--- src/rtl/serial_link_bringup_seq.sv ---
// Bring-up sequencer for the serial link: drives the register-bus cfg port through
// the fixed link-start sequence (resets, allocator config, settle, de-isolation, poll).
module serial_link_bringup_seq #(
  parameter int unsigned AddrWidth      = 32,
  parameter int unsigned DataWidth      = 32,
  parameter logic [31:0] CtrlOffset     = 32'h0,
  parameter logic [31:0] AllocTxOffset  = 32'h0,
  parameter logic [31:0] AllocRxOffset  = 32'h0,
  parameter logic [31:0] IsolatedOffset = 32'h0,
  parameter int unsigned SettleCycles   = 50,
  parameter int unsigned MaxPolls       = 1024
) (
  input  logic                   clk_i,
  input  logic                   rst_ni,
  input  logic                   start_i,
  output logic                   busy_o,
  output logic                   done_o,
  output logic                   error_o,
  output logic [3:0]             err_step_o,
  output logic                   cfg_valid_o,
  output logic                   cfg_write_o,
  output logic [AddrWidth-1:0]   cfg_addr_o,
  output logic [DataWidth-1:0]   cfg_wdata_o,
  output logic [DataWidth/8-1:0] cfg_wstrb_o,
  input  logic [DataWidth-1:0]   cfg_rdata_i,
  input  logic                   cfg_error_i,
  input  logic                   cfg_ready_i
);

  localparam int unsigned SettleW = $clog2(SettleCycles + 1);
  localparam int unsigned PollW   = $clog2(MaxPolls + 1);
  localparam logic [SettleW-1:0] SettleLoad = SettleW'(SettleCycles - 1);
  localparam logic [PollW-1:0]   PollLast   = PollW'(MaxPolls - 1);
  localparam logic [PollW-1:0]   PollSat    = PollW'(MaxPolls);

  localparam logic [3:0] STEP_ALLOC_RX = 4'd4;
  localparam logic [3:0] STEP_SETTLE   = 4'd5;
  localparam logic [3:0] STEP_DEISO    = 4'd6;
  localparam logic [3:0] STEP_POLL     = 4'd7;
  localparam logic [3:0] STEP_TIMEOUT  = 4'd8;

  typedef enum logic [2:0] {
    IDLE, REQ, GAP, SETTLE, DONE, ERROR
  } state_t;

  state_t               state;
  logic [3:0]           step;
  logic [SettleW-1:0]   settle_cnt;
  logic [PollW-1:0]     poll_cnt;

  logic [3:0]           issue_step;
  logic                 issue_write;
  logic [AddrWidth-1:0] issue_addr;
  logic [DataWidth-1:0] issue_wdata;

  // Request about to be launched: step 0 from an idle state, step 6 when settle ends,
  // otherwise the step already advanced during the idle gap cycle.
  always_comb begin
    issue_step  = 4'd0;
    issue_write = 1'b1;
    issue_addr  = AddrWidth'(CtrlOffset);
    issue_wdata = '0;
    if (state == GAP) begin
      issue_step = step;
    end else if (state == SETTLE) begin
      issue_step = STEP_DEISO;
    end
    case (issue_step)
      4'd0: issue_wdata = DataWidth'(32'h300);
      4'd1: issue_wdata = DataWidth'(32'h302);
      4'd2: issue_wdata = DataWidth'(32'h303);
      4'd3: begin
        issue_addr  = AddrWidth'(AllocTxOffset);
        issue_wdata = DataWidth'(32'h3);
      end
      4'd4: begin
        issue_addr  = AddrWidth'(AllocRxOffset);
        issue_wdata = DataWidth'(32'h3);
      end
      4'd6: issue_wdata = DataWidth'(32'h3);
      4'd7: begin
        issue_write = 1'b0;
        issue_addr  = AddrWidth'(IsolatedOffset);
      end
      default: ;
    endcase
  end

  always_ff @(posedge clk_i or negedge rst_ni) begin
    if (!rst_ni) begin
      state       <= IDLE;
      step        <= '0;
      settle_cnt  <= '0;
      poll_cnt    <= '0;
      busy_o      <= 1'b0;
      done_o      <= 1'b0;
      error_o     <= 1'b0;
      err_step_o  <= '0;
      cfg_valid_o <= 1'b0;
      cfg_write_o <= 1'b0;
      cfg_addr_o  <= '0;
      cfg_wdata_o <= '0;
      cfg_wstrb_o <= '0;
    end else begin
      case (state)
        IDLE, DONE, ERROR: begin
          if (start_i) begin
            state       <= REQ;
            step        <= '0;
            busy_o      <= 1'b1;
            done_o      <= 1'b0;
            error_o     <= 1'b0;
            err_step_o  <= '0;
            cfg_valid_o <= 1'b1;
            cfg_write_o <= issue_write;
            cfg_addr_o  <= issue_addr;
            cfg_wdata_o <= issue_wdata;
            cfg_wstrb_o <= '1;
          end
        end
        REQ: begin
          if (cfg_valid_o && cfg_ready_i) begin
            cfg_valid_o <= 1'b0;
            if (cfg_error_i) begin
              state      <= ERROR;
              busy_o     <= 1'b0;
              error_o    <= 1'b1;
              err_step_o <= step;
            end else if (step < STEP_ALLOC_RX) begin
              step  <= step + 4'd1;
              state <= GAP;
            end else if (step == STEP_ALLOC_RX) begin
              step       <= STEP_SETTLE;
              settle_cnt <= SettleLoad;
              state      <= SETTLE;
            end else if (step == STEP_DEISO) begin
              step     <= STEP_POLL;
              poll_cnt <= '0;
              state    <= GAP;
            end else if (cfg_rdata_i == '0) begin
              state  <= DONE;
              busy_o <= 1'b0;
              done_o <= 1'b1;
            end else if (poll_cnt == PollLast) begin
              // Link never left isolation within the poll budget.
              state      <= ERROR;
              busy_o     <= 1'b0;
              error_o    <= 1'b1;
              err_step_o <= STEP_TIMEOUT;
            end else begin
              if (poll_cnt != PollSat) begin
                poll_cnt <= poll_cnt + PollW'(1);
              end
              state <= GAP;
            end
          end
        end
        GAP: begin
          state       <= REQ;
          cfg_valid_o <= 1'b1;
          cfg_write_o <= issue_write;
          cfg_addr_o  <= issue_addr;
          cfg_wdata_o <= issue_wdata;
          cfg_wstrb_o <= '1;
        end
        SETTLE: begin
          if (settle_cnt == '0) begin
            state       <= REQ;
            step        <= STEP_DEISO;
            cfg_valid_o <= 1'b1;
            cfg_write_o <= issue_write;
            cfg_addr_o  <= issue_addr;
            cfg_wdata_o <= issue_wdata;
            cfg_wstrb_o <= '1;
          end else begin
            settle_cnt <= settle_cnt - SettleW'(1);
          end
        end
        default: begin
          state       <= IDLE;
          busy_o      <= 1'b0;
          cfg_valid_o <= 1'b0;
        end
      endcase
    end
  end

endmodule

--- config.mk ---
export PLATFORM = sky130hd
export DESIGN_NAME = serial_link_bringup_seq
export DESIGN_NICKNAME = d
export VERILOG_FILES = /design/src/rtl/serial_link_bringup_seq.sv
export SDC_FILE = /design/constraint.sdc
export NUM_CORES = 1
export LEC_CHECK = 0
export CORE_ASPECT_RATIO = 1.25
export CORE_UTILIZATION = 35
export DETAILED_ROUTE_END_ITERATION = 7
export PLACE_DENSITY_LB_ADDON = 0.15
export SKIP_CTS_REPAIR_TIMING = 1
export SYNTH_ARGS = -nofsm -noshare
export SYNTH_HDL_FRONTEND = slang
export SYNTH_SLANG_ARGS = --single-unit
--- constraint.sdc ---
create_clock -name clk_i -period 2.1 [get_ports clk_i]
set_input_delay 0.63 -clock clk_i [delete_from_list [all_inputs] [get_ports clk_i]]
set_output_delay 0.63 -clock clk_i [all_outputs]
set_load 0.05 [all_outputs]
==> results.yml, run 1 <==
outcome:
  status: "finished with violations"
  violations: "setup timing"
sta:
  hold_viol_final: 0
  fin_ws_ns: -0.05630
  fin_crit_sh_pct: 102.7
  whs_ns: 0.3337
  post-route-min-period_ns: 2.156
  skew_ns: 0.007463
  slew-limit-headroom_pct: 58.26
  timing.final.max_slew_violations: 0
  max_freq_mhz: 463.8
  worst_pin_slew_ns: 0.6196
  rsz0062_at_grt: "yes"
  setup_viol: 7
die:
  die_width_um: 81.48
  start_util_pct: 36.91
  placementRows: 35
  die_h_um: 101.4
  die_area_mm2: 0.008258
  ioPinCount: 114
  design.core.area_mm2: 0.007488
cells_and_area:
  insertedDiodeCount: 0
  drive_gt1_share_pct: 32.94
  fin_nets: 465
  nFillCells: 712
  area_growth_pct: 44.36
  final-instance-count-excl-fill: 514
global_route:
  grt_max_degree: 28
  grt.met2_usage_pct: 34.10
  met3_usage_pct: 3.243
  grt.busiest_layer: "met2"
  grt-ovfl-total: 0
  grt.total_usage_pct: 18.12
  grt_use_met1_pct: 20.00
  antenna_found_initial: 0
  grt_pass1_wl_um: 11250
  grt_pass1_vias: 2353
route:
  ant_nets: 0
  vias: 2529
  wl_per_cell_um: 15.31
  routed_wl_um: 7869
  drc: 0
  vias_per_cell: 4.920
  dr.pass1.iters: 4
  drt_first_iter_violations: 58
clock_network:
  htreeDepth: 2
  clock_sinks: 37
  clockRootBuffer: "clkbuf_8"
  cts_tree: "done"
  clk_pin_slew_ns: 0.08
  cts_inserted_buffers: 5
  cts_buffer_depth: 2
  clock_latency_ns: 0.29
yosys:
  synth-seq-cells: 37
  syn_inst: 312
  netlist_area_mm2: 0.002764
  synth_cell_types: 57
  yosysWarnings: 0
  synth_edf_count: 0
  synth_area_per_cell_um2: 8.859
  synth_top_flop_cell: "dfrtp_1"
  async_reset_ff_share_pct: 100.0
  ys_seq_area_share_pct: 33.50
power_and_ir_drop:
  pwr-share-clk_pct: 14.8
  p_per_area_mw_per_mm2: 1099
  p_sw_share_pct: 45.98
  ir_drop_mv: 0.8452
  internal_power_uw: 2369
  comb_power_share_pct: 60.3
  p_leak_uw: 0.002004
  seq_power_share_pct: 24.8
  p_sw_uw: 2017
placement:
  place_congestion: 0.8861
  io_buffers: 53
  dp_hpwl_um: 5862
  dp_cells: 503
setup_path:
  end_kind: "flop"
  cp-start-kind: "input pin"
  r2r-end: "poll_cnt[5]"
  crit-reg2reg-launch: "state[1]"
  path_class: "in2reg"
  worstPathArrival_ns: 2.36
  crit_required_ns: 2.31
  regToRegSetupSlack_ns: 0
  worstPathMaxFanout: 6
  reg2regPathDepth: 6
job:
  drv_cap: 0
hold_path:
  min_path_type: "in2async"
==> synth_stat cells (3+ instances only) <==
master | instances | area share (%)
clkbuf_1 | 9 | 1.2
o211ai_1 | 3 | 0.81
nand3_1 | 10 | 1.8
nor3_1 | 4 | 0.72
nor3b_1 | 4 | 1.1
o31ai_1 | 6 | 1.6
buf_4 | 64 | 17
o21ai_0 | 15 | 2.7
a211oi_1 | 4 | 1.1
o21bai_1 | 3 | 0.81
dfrtp_1 | 37 | 33
nor2_1 | 17 | 2.3
ha_1 | 7 | 3.2
or3_1 | 4 | 0.91
or4_1 | 7 | 1.9
a2111oi_0 | 3 | 0.95
nand2b_1 | 4 | 0.91
nor4_1 | 12 | 2.7
mux2_2 | 6 | 2.4
inv_1 | 10 | 1.4
and3_1 | 6 | 1.4
and2_1 | 4 | 0.91
nand4_1 | 3 | 0.68
nand2_1 | 17 | 2.3
a21oi_1 | 11 | 2.0
==> registers in the layout, summed over array words and instances, names as in the netlist <==
name and cells:
done_o 1, settle_cnt 6, cfg_valid_o 1, cfg_wstrb_o 1, cfg_wdata_o 3, busy_o 1
cfg_write_o 1, state 3, error_o 1, err_step_o 4, step 4, poll_cnt 11
==> worst max-delay path, stage by stage <==
cell	delay (ns)
buf_6	0.10
or4b_4	0.55
a211oi_4	0.34
o211ai_4	0.17
buf_6	0.16
nor3b_4	0.20
mux2i_1	0.22
==> through the flow <==
stage	total power (uW)	utilization, %	instance area, um^2	setup TNS [ns]	setup slack (ns)
final	4386	53.28	3990	-0.2077	-0.05630
after floorplan	2726	-	2988	-0.4267	-0.1348
after detailed placement	3599	47.02	3521	-14.32	-0.7032
after global placement	3574	47.02	3521	-13.55	-0.6726
after global routing	4668	53.28	3990	-0.4547	-0.08985
after CTS	4261	48.57	3637	-4.703	-0.4015
==> kinds of logic after synthesis <==
| group | count (synthesis) | synth area share (%) |
|---|---|---|
| simple gates | 105 | 21.32 |
| buf+inv | 83 | 19.96 |
| compound gates | 67 | 17.47 |
| flops | 37 | 33.50 |
| mux | 8 | 3.169 |
| fa+ha+maj | 7 | 3.169 |
| xor+xnor | 4 | 1.268 |
| other cells | 1 | 0.1357 |
==> power by group through the flow <==
stage	clock network [uW]	registers, uW	logic (uW)
final	651	1090	2650
after global routing	701	1120	2850
after CTS	668	1080	2510
after detailed placement	0	1100	2500
after global placement	0	1090	2490
after floorplan	0	1380	1350
==> how the worst max path moves through the flow <==
stage	from	to	slack (ns)	cells after the start
after CTS	cfg_error_i	poll_cnt[5]	-0.40	7
after detailed placement	cfg_error_i	poll_cnt[5]	-0.70	7
after floorplan	cfg_error_i	poll_cnt[6]	-0.13	5
after global routing	cfg_error_i	poll_cnt[5]	-0.09	7
final	cfg_error_i	poll_cnt[5]	-0.06	7
after global placement	cfg_error_i	poll_cnt[6]	-0.67	6
==> metal layers <==
metal / up-vias / part of all wire [%]
li1: 1225 / -
met1: 1222 / 38
met2: 65 / 57
met3: 17 / 2.7
met4: 0 / 2.3
met5: - / 0
==> final cells by class <==
class                   instances  area, um^2  area share (%)
clock buffers                   7       86.33           2.164
flip-flops and latches         37       927.1           23.24
repair buffers                116        1054           26.40
inverters                      10       37.54          0.9407
multi-input cells             251        1740           43.62
clock inverters                 1       30.03          0.7526
well taps                      92       115.1           2.885
==> placed cells by master, fill, tap and decap left out, types with 3 or more instances in the layout <==
cell             Yosys  final
or3_1                4      4
and2_1               4      4
mux2_2               6      5
clkbuf_8             0      6
o211ai_1             3      3
a211oi_1             4      3
o31ai_2              0      3
nor4_1              12      4
nand3_1             10     10
a21oi_1             11      6
nor2_1              17     16
nand2b_1             4      4
nor4_2               0      8
buf_6                0      6
nand4_1              3      3
o31ai_1              6      3
inv_1               10      8
nand2_1             17     16
or4_4                0      6
ha_1                 7      6
a21oi_2              0      5
conb_1               1     60
and3_1               6      6
clkdlybuf4s50_1      0      3
dlymetal6s2s_1       0     31
nor3_1               4      3
dfrtp_1             37     36
o21ai_0             15     14
buf_4               64     75
Note: power is estimated with default switching activity, not from simulation.
==> run 2: changes to the inputs <==
- CORE_ASPECT_RATIO: 1.25 -> 0.8
- HOLD_SLACK_MARGIN: unset -> 0.03
- clock period: 2.1 -> 2.2 ns (I/O delays scaled with it)
==> results.yml, run 2 (same netlist as run 1, synthesis figures left out) <==
outcome:
  status: "finished with violations"
  violations: "setup timing"
setup_path:
  path_class: "in2reg"
  worstPathMaxFanout: 7
  end_kind: "flop"
  crit_slowest_cell: "or4b_4"
  worstPathCellList: "clkbuf_2 -> or4b_4 -> a211oi_4 -> o211ai_4 -> or4_1 -> a21oi_1"
  critPathTopFamily: "simple AND/OR/NAND/NOR gates"
  worst-path-buf-inv: 1
  max_stage_delay_ns: 0.50
  worstPathArrival_ns: 2.44
  cp-start-kind: "input pin"
  crit_required_ns: 2.41
route:
  ant_nets: 0
  vias_per_cell: 4.925
  drt_first_iter_violations: 151
  wl_per_cell_um: 13.73
  vias: 2507
  dr.pass1.iters: 4
  routed_wl_um: 6989
  drc: 0
sta:
  setup_viol: 1
  slew-limit-headroom_pct: 59.63
  fin_ws_ns: -0.02244
  fin_crit_sh_pct: 101.0
  post-route-min-period_ns: 2.222
  rsz0062_at_grt: "yes"
  timing.final.max_slew_violations: 0
  worst_pin_slew_ns: 0.5992
  max_freq_mhz: 450.0
  skew_ns: 0.009241
  tns_ns: -0.02244
  hold_viol_final: 0
power_and_ir_drop:
  p_sw_uw: 1876
  p_per_area_mw_per_mm2: 1033
  seq_power_share_pct: 27.3
  pwr-share-clk_pct: 11.7
  p_leak_uw: 0.001752
  ir_drop_mv: 0.8433
  internal_power_uw: 2015
  comb_power_share_pct: 61.0
  p_sw_share_pct: 48.21
cells_and_area:
  largestRegisters: "poll_cnt x11, settle_cnt x6"
  final_util_pct: 50.02
  final_cell_mix: "conb_1, buf_4, dfrtp_1"
  drive_gt1_share_pct: 25.00
  final_common_cell: "conb_1"
  nFillCells: 731
  area_growth_pct: 36.31
  insertedDiodeCount: 0
  largest_reg_flops: 11
  fin_nets: 447
  top_register: "poll_cnt"
  final-instance-count-excl-fill: 509
clock_network:
  cts_tree: "done"
  htreeDepth: 2
  cts_buffer_depth: 2
  clock_sinks: 37
  clk_pin_slew_ns: 0.07
  clock_latency_ns: 0.28
  clockRootBuffer: "clkbuf_8"
  cts_inserted_buffers: 5
die:
  placementRows: 28
  design.core.area_mm2: 0.007532
  start_util_pct: 36.69
  die_h_um: 81.48
  die_width_um: 101.4
  die_area_mm2: 0.008258
  ioPinCount: 114
global_route:
  grt_pass1_wl_um: 10540
  antenna_found_initial: 0
  grt-ovfl-total: 0
  grt.total_usage_pct: 16.63
  grt_max_degree: 21
  grt_pass1_vias: 2133
placement:
  dp_cells: 499
  place_congestion: 0.9329
  io_buffers: 53
  dp_hpwl_um: 5399
job:
  drv_cap: 0
hold_path:
  min_path_type: "in2async"
-- run 2: final timing paths --
path | from | end | slack, ns | cells past startpoint
min reg2reg | cfg_wdata_o[0] | cfg_wdata_o[0] | 0.49 | 1
max reg2reg | state[1] | poll_cnt[7] | -0.02 | 5
max | cfg_error_i | poll_cnt[7] | -0.02 | 6
max in group asynchronous | rst_ni | cfg_valid_o | 1.39 | 2
min in group clk_i | cfg_wdata_o[0] | cfg_wdata_o[0] | 0.49 | 1
min | rst_ni | step[3] | 0.33 | 1
-- run 2: final cells by class --
type	count	area, um^2	share of cell area, %
clock buffer	8	80.08	2.126
sequential	37	927.1	24.61
timing repair buffer	98	903.4	23.98
multi-input combinational	251	1688	44.80
tap	105	131.4	3.487
inverter	10	37.54	0.9963
-- run 2: metrics by stage --
step / total power (uW) / hold WS (ns) / setup slack [ns] / cell area (um^2)
after CTS: 3792 / 0.3387 / -0.3409 / 3520
final: 3891 / 0.3316 / -0.02244 / 3767
after floorplan: 2602 / 0.3644 / -0.06481 / 2988
after global routing: 4178 / 0.3463 / -0.1030 / 3767
after global placement: 3316 / 0.4669 / -0.6123 / 3440
after detailed placement: 3317 / 0.4722 / -0.6330 / 3440
-- run 2: power by group through the flow --
stage	Combinational, uW	Clock (uW)	Sequential (uW)
global route	2580	513	1090
detailed placement	2260	0	1060
floorplan	1290	0	1320
CTS	2270	476	1050
global placement	2260	0	1060
finish	2370	455	1060
-- run 2: per-layer routing --
metal	share of wire, %	global-route usage, %
met3	7.9	3.234
met1	50	25.54
met5	0	0
met4	0.90	4.058
met2	41	23.54
